--- config.mk ---
export PLATFORM = sky130hd
export DESIGN_NAME = sd_data_crc_rx
export DESIGN_NICKNAME = d
export VERILOG_FILES = /design/src/rtl/sd_data_crc_rx.sv
export SDC_FILE = /design/constraint.sdc
export NUM_CORES = 1
export LEC_CHECK = 0
export ABC_AREA = 1
export CORE_MARGIN = 3
export CORE_UTILIZATION = 60
export CTS_CLUSTER_DIAMETER = 150
export CTS_CLUSTER_SIZE = 28
export DETAILED_ROUTE_END_ITERATION = 8
export DONT_BUFFER_PORTS = 1
export PLACE_DENSITY = 0.74
export SYNTH_ARGS = -nofsm -noshare
export SYNTH_HDL_FRONTEND = slang
export SYNTH_SLANG_ARGS = --single-unit
--- constraint.sdc ---
create_clock -name sd_clk -period 3.05 [get_ports sd_clk]
set_clock_uncertainty 0.05 [all_clocks]
set_input_delay 0.305 -clock sd_clk [delete_from_list [all_inputs] [get_ports sd_clk]]
set_output_delay 0.305 -clock sd_clk [all_outputs]
set_load 0.02 [all_outputs]
--- src/rtl/sd_data_crc_rx.sv ---
// SD 1-bit DAT receiver: start-bit detect, MSB-first byte deserialiser, CRC16-CCITT check, end-bit check.
// Optional start-bit timeout in WAIT_START enabled by defining SD_DATA_RX_TIMEOUT_EN.
module sd_data_crc_rx #(
  parameter int BLKSIZE_W    = 10,
  parameter int TIMEOUT_BITS = 1024
) (
  input  logic                 sd_clk,
  input  logic                 rst,
  input  logic                 start_i,
  input  logic                 abort_i,
  input  logic [BLKSIZE_W-1:0] blksize_i,
  input  logic                 bit_en_i,
  input  logic                 dat_i,
  output logic [7:0]           data_o,
  output logic                 data_valid_o,
  output logic                 busy_o,
  output logic                 done_o,
  output logic                 crc_err_o,
  output logic                 end_err_o,
  output logic                 timeout_o
);

  typedef enum logic [2:0] {S_IDLE, S_WAIT, S_DATA, S_CRC, S_END} state_t;

  state_t               state_q, state_d;
  logic [BLKSIZE_W:0]   blk_q, blk_d;
  logic [BLKSIZE_W:0]   byte_cnt_q, byte_cnt_d;
  logic [BLKSIZE_W:0]   byte_nxt;
  logic [2:0]           bit_cnt_q, bit_cnt_d;
  logic [3:0]           crc_cnt_q, crc_cnt_d;
  logic [6:0]           shift_q, shift_d;
  logic [15:0]          crc_q, crc_d;
  logic [15:0]          rx_crc_q, rx_crc_d;
  logic [7:0]           data_q, data_d;
  logic                 data_valid_q, data_valid_d;
  logic                 done_q, done_d;
  logic                 crc_err_q, crc_err_d;
  logic                 end_err_q, end_err_d;
  logic                 fb;

`ifdef SD_DATA_RX_TIMEOUT_EN
  localparam int TO_W = $clog2(TIMEOUT_BITS + 1);
  logic [TO_W-1:0]      to_cnt_q, to_cnt_d;
  logic                 timeout_q, timeout_d;
`endif

  assign byte_nxt = byte_cnt_q + 1'b1;
  assign fb       = dat_i ^ crc_q[15];

  always_comb begin
    state_d      = state_q;
    blk_d        = blk_q;
    byte_cnt_d   = byte_cnt_q;
    bit_cnt_d    = bit_cnt_q;
    crc_cnt_d    = crc_cnt_q;
    shift_d      = shift_q;
    crc_d        = crc_q;
    rx_crc_d     = rx_crc_q;
    data_d       = data_q;
    data_valid_d = 1'b0;
    done_d       = 1'b0;
    crc_err_d    = crc_err_q;
    end_err_d    = end_err_q;
`ifdef SD_DATA_RX_TIMEOUT_EN
    to_cnt_d     = to_cnt_q;
    timeout_d    = timeout_q;
`endif
    // Abort wins over everything; a partially assembled byte is simply dropped.
    if (abort_i) begin
      state_d = S_IDLE;
    end else begin
      unique case (state_q)
        S_IDLE: if (start_i) begin
          // Zero length means the full 2^BLKSIZE_W bytes, hence the extra counter bit.
          blk_d      = (blksize_i == '0) ? {1'b1, {BLKSIZE_W{1'b0}}} : {1'b0, blksize_i};
          byte_cnt_d = '0;
          bit_cnt_d  = '0;
          crc_cnt_d  = '0;
          shift_d    = '0;
          crc_d      = '0;
          rx_crc_d   = '0;
          crc_err_d  = 1'b0;
          end_err_d  = 1'b0;
`ifdef SD_DATA_RX_TIMEOUT_EN
          to_cnt_d   = '0;
          timeout_d  = 1'b0;
`endif
          state_d    = S_WAIT;
        end
        S_WAIT: if (bit_en_i) begin
          if (!dat_i) begin
            state_d = S_DATA;
          end else begin
`ifdef SD_DATA_RX_TIMEOUT_EN
            if (to_cnt_q == TO_W'(TIMEOUT_BITS - 1)) begin
              done_d    = 1'b1;
              timeout_d = 1'b1;
              state_d   = S_IDLE;
            end else begin
              to_cnt_d = to_cnt_q + 1'b1;
            end
`endif
          end
        end
        S_DATA: if (bit_en_i) begin
          shift_d   = {shift_q[5:0], dat_i};
          crc_d     = {crc_q[14:12], crc_q[11] ^ fb, crc_q[10:5], crc_q[4] ^ fb, crc_q[3:0], fb};
          bit_cnt_d = bit_cnt_q + 1'b1;
          if (bit_cnt_q == 3'd7) begin
            data_d       = {shift_q, dat_i};
            data_valid_d = 1'b1;
            byte_cnt_d   = byte_nxt;
            if (byte_nxt == blk_q) state_d = S_CRC;
          end
        end
        S_CRC: if (bit_en_i) begin
          rx_crc_d  = {rx_crc_q[14:0], dat_i};
          crc_cnt_d = crc_cnt_q + 1'b1;
          if (crc_cnt_q == 4'd15) state_d = S_END;
        end
        S_END: if (bit_en_i) begin
          done_d    = 1'b1;
          crc_err_d = (rx_crc_q != crc_q);
          end_err_d = ~dat_i;
          state_d   = S_IDLE;
        end
        default: state_d = S_IDLE;
      endcase
    end
  end

  always_ff @(posedge sd_clk or posedge rst) begin
    if (rst) begin
      state_q      <= S_IDLE;
      blk_q        <= '0;
      byte_cnt_q   <= '0;
      bit_cnt_q    <= '0;
      crc_cnt_q    <= '0;
      shift_q      <= '0;
      crc_q        <= '0;
      rx_crc_q     <= '0;
      data_q       <= '0;
      data_valid_q <= 1'b0;
      done_q       <= 1'b0;
      crc_err_q    <= 1'b0;
      end_err_q    <= 1'b0;
    end else begin
      state_q      <= state_d;
      blk_q        <= blk_d;
      byte_cnt_q   <= byte_cnt_d;
      bit_cnt_q    <= bit_cnt_d;
      crc_cnt_q    <= crc_cnt_d;
      shift_q      <= shift_d;
      crc_q        <= crc_d;
      rx_crc_q     <= rx_crc_d;
      data_q       <= data_d;
      data_valid_q <= data_valid_d;
      done_q       <= done_d;
      crc_err_q    <= crc_err_d;
      end_err_q    <= end_err_d;
    end
  end

`ifdef SD_DATA_RX_TIMEOUT_EN
  always_ff @(posedge sd_clk or posedge rst) begin
    if (rst) begin
      to_cnt_q  <= '0;
      timeout_q <= 1'b0;
    end else begin
      to_cnt_q  <= to_cnt_d;
      timeout_q <= timeout_d;
    end
  end
  assign timeout_o = timeout_q;
`else
  assign timeout_o = 1'b0;
`endif

  assign data_o       = data_q;
  assign data_valid_o = data_valid_q;
  assign busy_o       = (state_q != S_IDLE);
  assign done_o       = done_q;
  assign crc_err_o    = crc_err_q;
  assign end_err_o    = end_err_q;

endmodule

## After elaboration in Yosys (flattened, before gate mapping)

Cells that the tools add are included.

- Mux-type cells: 42
- Equal/unequal tests: 22
- Add/subtract/negate cells: 3
- Bitwise operators: 5
- Shift-type cells: 0
- Div/mod/pow operators: 0
- Multipliers: 0
- Reduce and logical (&&, ||, !) cells: 13
- Order comparisons: 0

Operator list:

| cell | number |
|---|---|
| case mux 16 bit (2 select lines) | 2 |
| two-way mux 16 bit | 3 |
| two-way mux 11 bit | 4 |
| two-way mux 3 bit | 12 |
| != test 3 bit, second input constant | 9 |
| case mux 11 bit (2 select lines) | 1 |
| != test 16 bit | 1 |
| AND reduction 4 bit | 4 |
| case mux 3 bit (5 select lines) | 1 |
| two-way mux 7 bit | 2 |
| case mux 7 bit (2 select lines) | 1 |
| adder 11 x 1 -> 11 bit, second input constant | 1 |
| == test 11 bit | 1 |
| zero test 10 bit | 1 |
| two-way mux 1 bit | 10 |
| != test 2 bit, second input constant | 5 |
| AND reduction 9 bit | 1 |
| two-way mux 4 bit | 2 |
| case mux 4 bit (2 select lines) | 1 |
| == test 3 x 2 -> 1 bit, second input constant | 2 |
| == test 3 bit, second input constant | 2 |
| case mux 3 bit (2 select lines) | 1 |
| nonzero test 2 bit | 3 |
| AND reduction 5 bit | 1 |
| other kinds (10) | 14 |

- Output and inout port bits: 14
- Memories kept: 0
- Memory bits (read-only): 0
- Word-level logic and storage cells: 98
- Bits in latches: 0
- RAM bits: 0
- Bits of input ports: 16
- Register bits after elaboration: 83

## Longest topological paths before layout

- Word-level depth: 7
- Gate-level depth with buffers: 16
- Mapped depth without buffers: 16

## Worst setup path before layout

Ideal clock, no wire load.

- Kind: reg2reg
- Start: reg byte_cnt_q[0]
- End: reg state_q[1]
- Data required time: 2,883 ps
- Period minus slack after synthesis: 1,781 ps
- Cell stages (with the launch flop): 17
- Setup slack: 1,269 ps
- Arrival: 1,614 ps
- Library setup time: 117 ps
- Buffers on the path: 0
- Cells stage by stage: dfrtp_1 -> ha_1 -> nand2_1 -> nor2_1 -> nand2_1 -> nand2_1 -> nand2_1 -> nand2_1 -> nand2_1 -> inv_1 -> nand2_1 -> nor2_1 -> nand3_1 -> nand2_2 -> nand2_2 -> nand2_1 -> nand2_1

- Word-level cells in the longest chain between the ends: 4

RTL lines:

| element | line | RTL |
|---|---|---|
| start: declaration | 27 | `logic [BLKSIZE_W:0] byte_cnt_q, byte_cnt_d;` |
| start signal: assignment | 150 | `byte_cnt_q <= byte_cnt_d;` |
| adder 11 x 1 -> 11 bit | 47 | `assign byte_nxt = byte_cnt_q + 1'b1;` |
| == test 11 bit | 113 | `if (byte_nxt == blk_q) state_d = S_CRC;` |
| != test 3 bit (no line) | - |  |
| AND reduction 9 bit (no line) | - |  |
| end signal: assignment | 148 | `state_q <= state_d;` |
| end: declaration | 25 | `state_t state_q, state_d;` |

No other way between the ends.
A chain may end at the register's enable or synchronous reset.

## Final worst setup path

- Start: reg state_q[0]
- End: reg blk_q[10]

- Word-level cells in the longest chain between the ends: 2

RTL lines:

| element | line | RTL |
|---|---|---|
| zero test 3 bit | 72 | `unique case (state_q)` |
| AND reduction 3 bit (no line) | - |  |
| end signal: assignment | 149 | `blk_q <= blk_d;` |
| end: declaration | 26 | `logic [BLKSIZE_W:0] blk_q, blk_d;` |

No other way between the ends.

==> results.py <==
metrics = {
    "worst_setup_path": {
        "critPathCaptureType": "flop",
        "start_kind": "flop",
        "critPathKind": "flop to flop",
        "crit_start": "state_q[0]$_DFFE_PP0P_",
        "reg2reg_from": "state_q[0]$_DFFE_PP0P_",
        "required_ns": 3.29,
        "cp.arrival_ns": 2.93,
        "critPathMaxFanout": 20,
    },
    "timing": {
        "hold_viol": 0,
        "slew_headroom_pct": 46.5,
        "finalCritPeriodShare_pct": 88.0,
        "fmax_mhz": 372,
        "min_period_ns": 2.68,
        "grt_setup_unrepaired": "false",
        "holdWs_ns": 0.0204,
        "worst_slew_pin_slew_ns": 0.801,
        "finalSetupTns_ns": 0,
        "drv_slew": 0,
        "setup_violations": 0,
    },
    "synth": {
        "syn_area_per_cell_sq_um": 8.96,
        "synth_area_leaders": "dfrtp_1, nand2_1, inv_1",
        "ys_types": 38,
        "syn_nets": 486,
        "async_reset_ff_share_pct": 100,
        "ys_ff_latch": 83,
        "yosysWarnings": 0,
        "synth_edf_count": 0,
        "synth_top_flop_cell": "dfrtp_1",
        "synth-seq-area-share_pct": 49.7,
        "syn_inst": 466,
        "netlist_area_sq_um": 4180,
        "yosys.area.top_type": "dfrtp_1",
        "yosysTopAreaCellShare_pct": 49.7,
    },
    "drt": {
        "ant_nets": 0,
        "drtPass1Iterations": 4,
        "avgRoutedWirePerCell_um": 14.5,
        "drc": 0,
        "viasPerCell": 5.46,
        "routed_wl_mm": 8.00,
        "dr_total_vias": 3021,
        "drtIter0Drc": 173,
    },
    "hold_path": {
        "min_from": "blksize_i[7]",
        "hp-class": "input pin to flop",
    },
    "global_route": {
        "grt_pass1_vias": 3073,
        "grt_pass1_wl_mm": 14.0,
        "grt_remaining_overflow": 0,
        "grt_usage_pct": 22.5,
        "grt_max_degree": 40,
        "antenna_found_initial": 0,
    },
    "die": {
        "core_sq_um": 6530,
        "top_level_ports": 30,
        "initial_core_util_pct": 63.9,
        "die_area_sq_um": 8000,
        "rows": 29,
        "die_y_um": 89.4,
        "die_w_um": 89.4,
    },
    "outcome": {
        "status": "finished clean",
    },
    "clocking": {
        "clk_pin_slew_worst_paths_ns": 0.09,
        "cts_inserted_buffers": 9,
        "ctsResizeCount": 0,
        "htreeDepth": 3,
        "clk_path_buf_depth": 2,
        "clkLatencyLatePin_ns": 0.35,
        "cts_tree": "yes",
        "cts_num_sinks": 83,
        "root_buffer": "clkbuf_8",
    },
    "finish": {
        "areaGrowthSynthToFinish_pct": 5.93,
        "diodes": 0,
        "fin_area_sq_um": 4420,
        "layout_commonest_cell": "nand2_1",
        "drive_above_1_share_pct": 14.5,
        "final_nets": 491,
        "utilization_pct": 67.7,
        "final_cell_mix": "nand2_1, dfrtp_1, inv_1",
    },
    "placement": {
        "dp.final_hpwl_mm": 5.75,
        "port-buffer-count": 0,
        "placed_area_sq_um": 4180,
        "routabilityCongestion": 0.884,
    },
    "run": {
        "max_cap_violations": 0,
    },
    "power_and_ir_drop": {
        "p_leak_nw": 2.07,
        "peakVddDrop_v": 0.000533,
        "pwr_density_cell_nw_per_um2": 698,
    },
}
==> synth_stat cells, types with 2 or more instances <==
master and n:
a21oi_1 7, nand3_2 2, ha_1 4, nand2_4 3
nand3_1 30, nor2_2 2, o22ai_2 8, o21ai_0 17
o22ai_1 38, inv_1 78, nor2_1 17, dfrtp_1 83
nor4_1 3, nand4_1 4, o21ai_2 12, nor3_1 3
buf_2 5, nand2_2 9, nand2_1 96, nor2_4 3
xnor2_1 8, xor2_1 10, inv_2 5, buf_6 5
==> area by class of cell <==
type	count	area [sq um]
well taps	77	96.3
clock inverters	7	75.1
flip-flops and latches	83	2080
clock buffers	9	124
fillers	536	2110
repair buffers	6	55.1
multi-input cells	285	1660
inverters	86	332
==> what timing repair did <==
| action | 4_1_cts | 5_1_grt |
|---|---|---|
| setup endpoints to repair | 0 | 0 |
| buffers inserted | 0 | 0 |
| hold buffers | 4 | 0 |
| endpoints found under the hold margin | 39 | 0 |
==> worst max-delay path: stages, from the launching register on <==
cell	delay, ns
dfrtp_1	0.51
nor2_4	0.21
nand2_4	0.13
nand2_1	0.09
o21ai_2	0.09
nor2_8	0.26
inv_4	0.09
nor2_4	0.32
inv_2	0.10
o41ai_2	0.19
dlygate4sd3_1	0.58
==> report_power, final <==
part / internal (mW) / total (mW) / switching (mW)
clock: 0.382 / 0.795 / 0.413
sequential: 1.27 / 1.45 / 0.181
combinational: 0.273 / 0.842 / 0.569
==> stage by stage <==
step,power (mW),worst slack [ns],instances
global route,3.29,0.192,553
global placement,2.29,0.891,533
finish,3.09,0.365,553
detailed placement,2.32,0.813,533
floorplan,2.18,0.558,466
CTS,3.11,0.352,553
==> flip-flops by register name, summed over array words and instances (netlist names) <==
name and cells:
bit_cnt_q 3, blk_q 11, byte_cnt_q 11, crc_cnt_q 4, crc_err_o 1, crc_q 16
data_o 8, data_valid_o 1, done_o 1, end_err_o 1, rx_crc_q 16, shift_q 7
state_q 3
==> final timing paths <==
kind | endpoint | slack, ns | cells past startpoint
worst max register to register | blk_q[10]$_DFFE_PP0P_ | 0.37 | 10
worst min register to register | bit_cnt_q[0]$_DFFE_PP0P_ | 0.44 | 1
worst max-delay path | blk_q[10]$_DFFE_PP0P_ | 0.37 | 10
min in group asynchronous | byte_cnt_q[9]$_DFFE_PP0P_ | 0.44 | 2
max in group asynchronous | crc_cnt_q[2]$_DFFE_PP0P_ | 1.75 | 3
worst min-delay path | blk_q[7]$_DFFE_PP0P_ | 0.02 | 2
==> layer usage <==
| metal | track usage, % | part of all wire, % | vias to the layer above |
|---|---|---|---|
| met5 | 0 | 0 | - |
| met4 | 9.34 | 1.4 | 0 |
| met3 | 3.50 | 3.1 | 9 |
| met2 | 36.0 | 48 | 44 |
| met1 | 30.8 | 48 | 1440 |
| li1 | - | - | 1528 |
==> logic make-up (layout without fill, tap and decap cells) <==
family                     after synthesis  after routing  synth area share (%)
other                                    1              1                0.0898
buffers and inverters                   98            108                  10.4
AOI/OAI and AO/OA                       86             86                  14.6
muxes                                    1              1                 0.240
xor gates and xnor gates                18             18                  3.78
DFF                                     83             83                  49.7
and+or+nand+nor                        175            175                  20.0
adders and majority gates                4              4                  1.20
(Power assumes the default switching activity.)
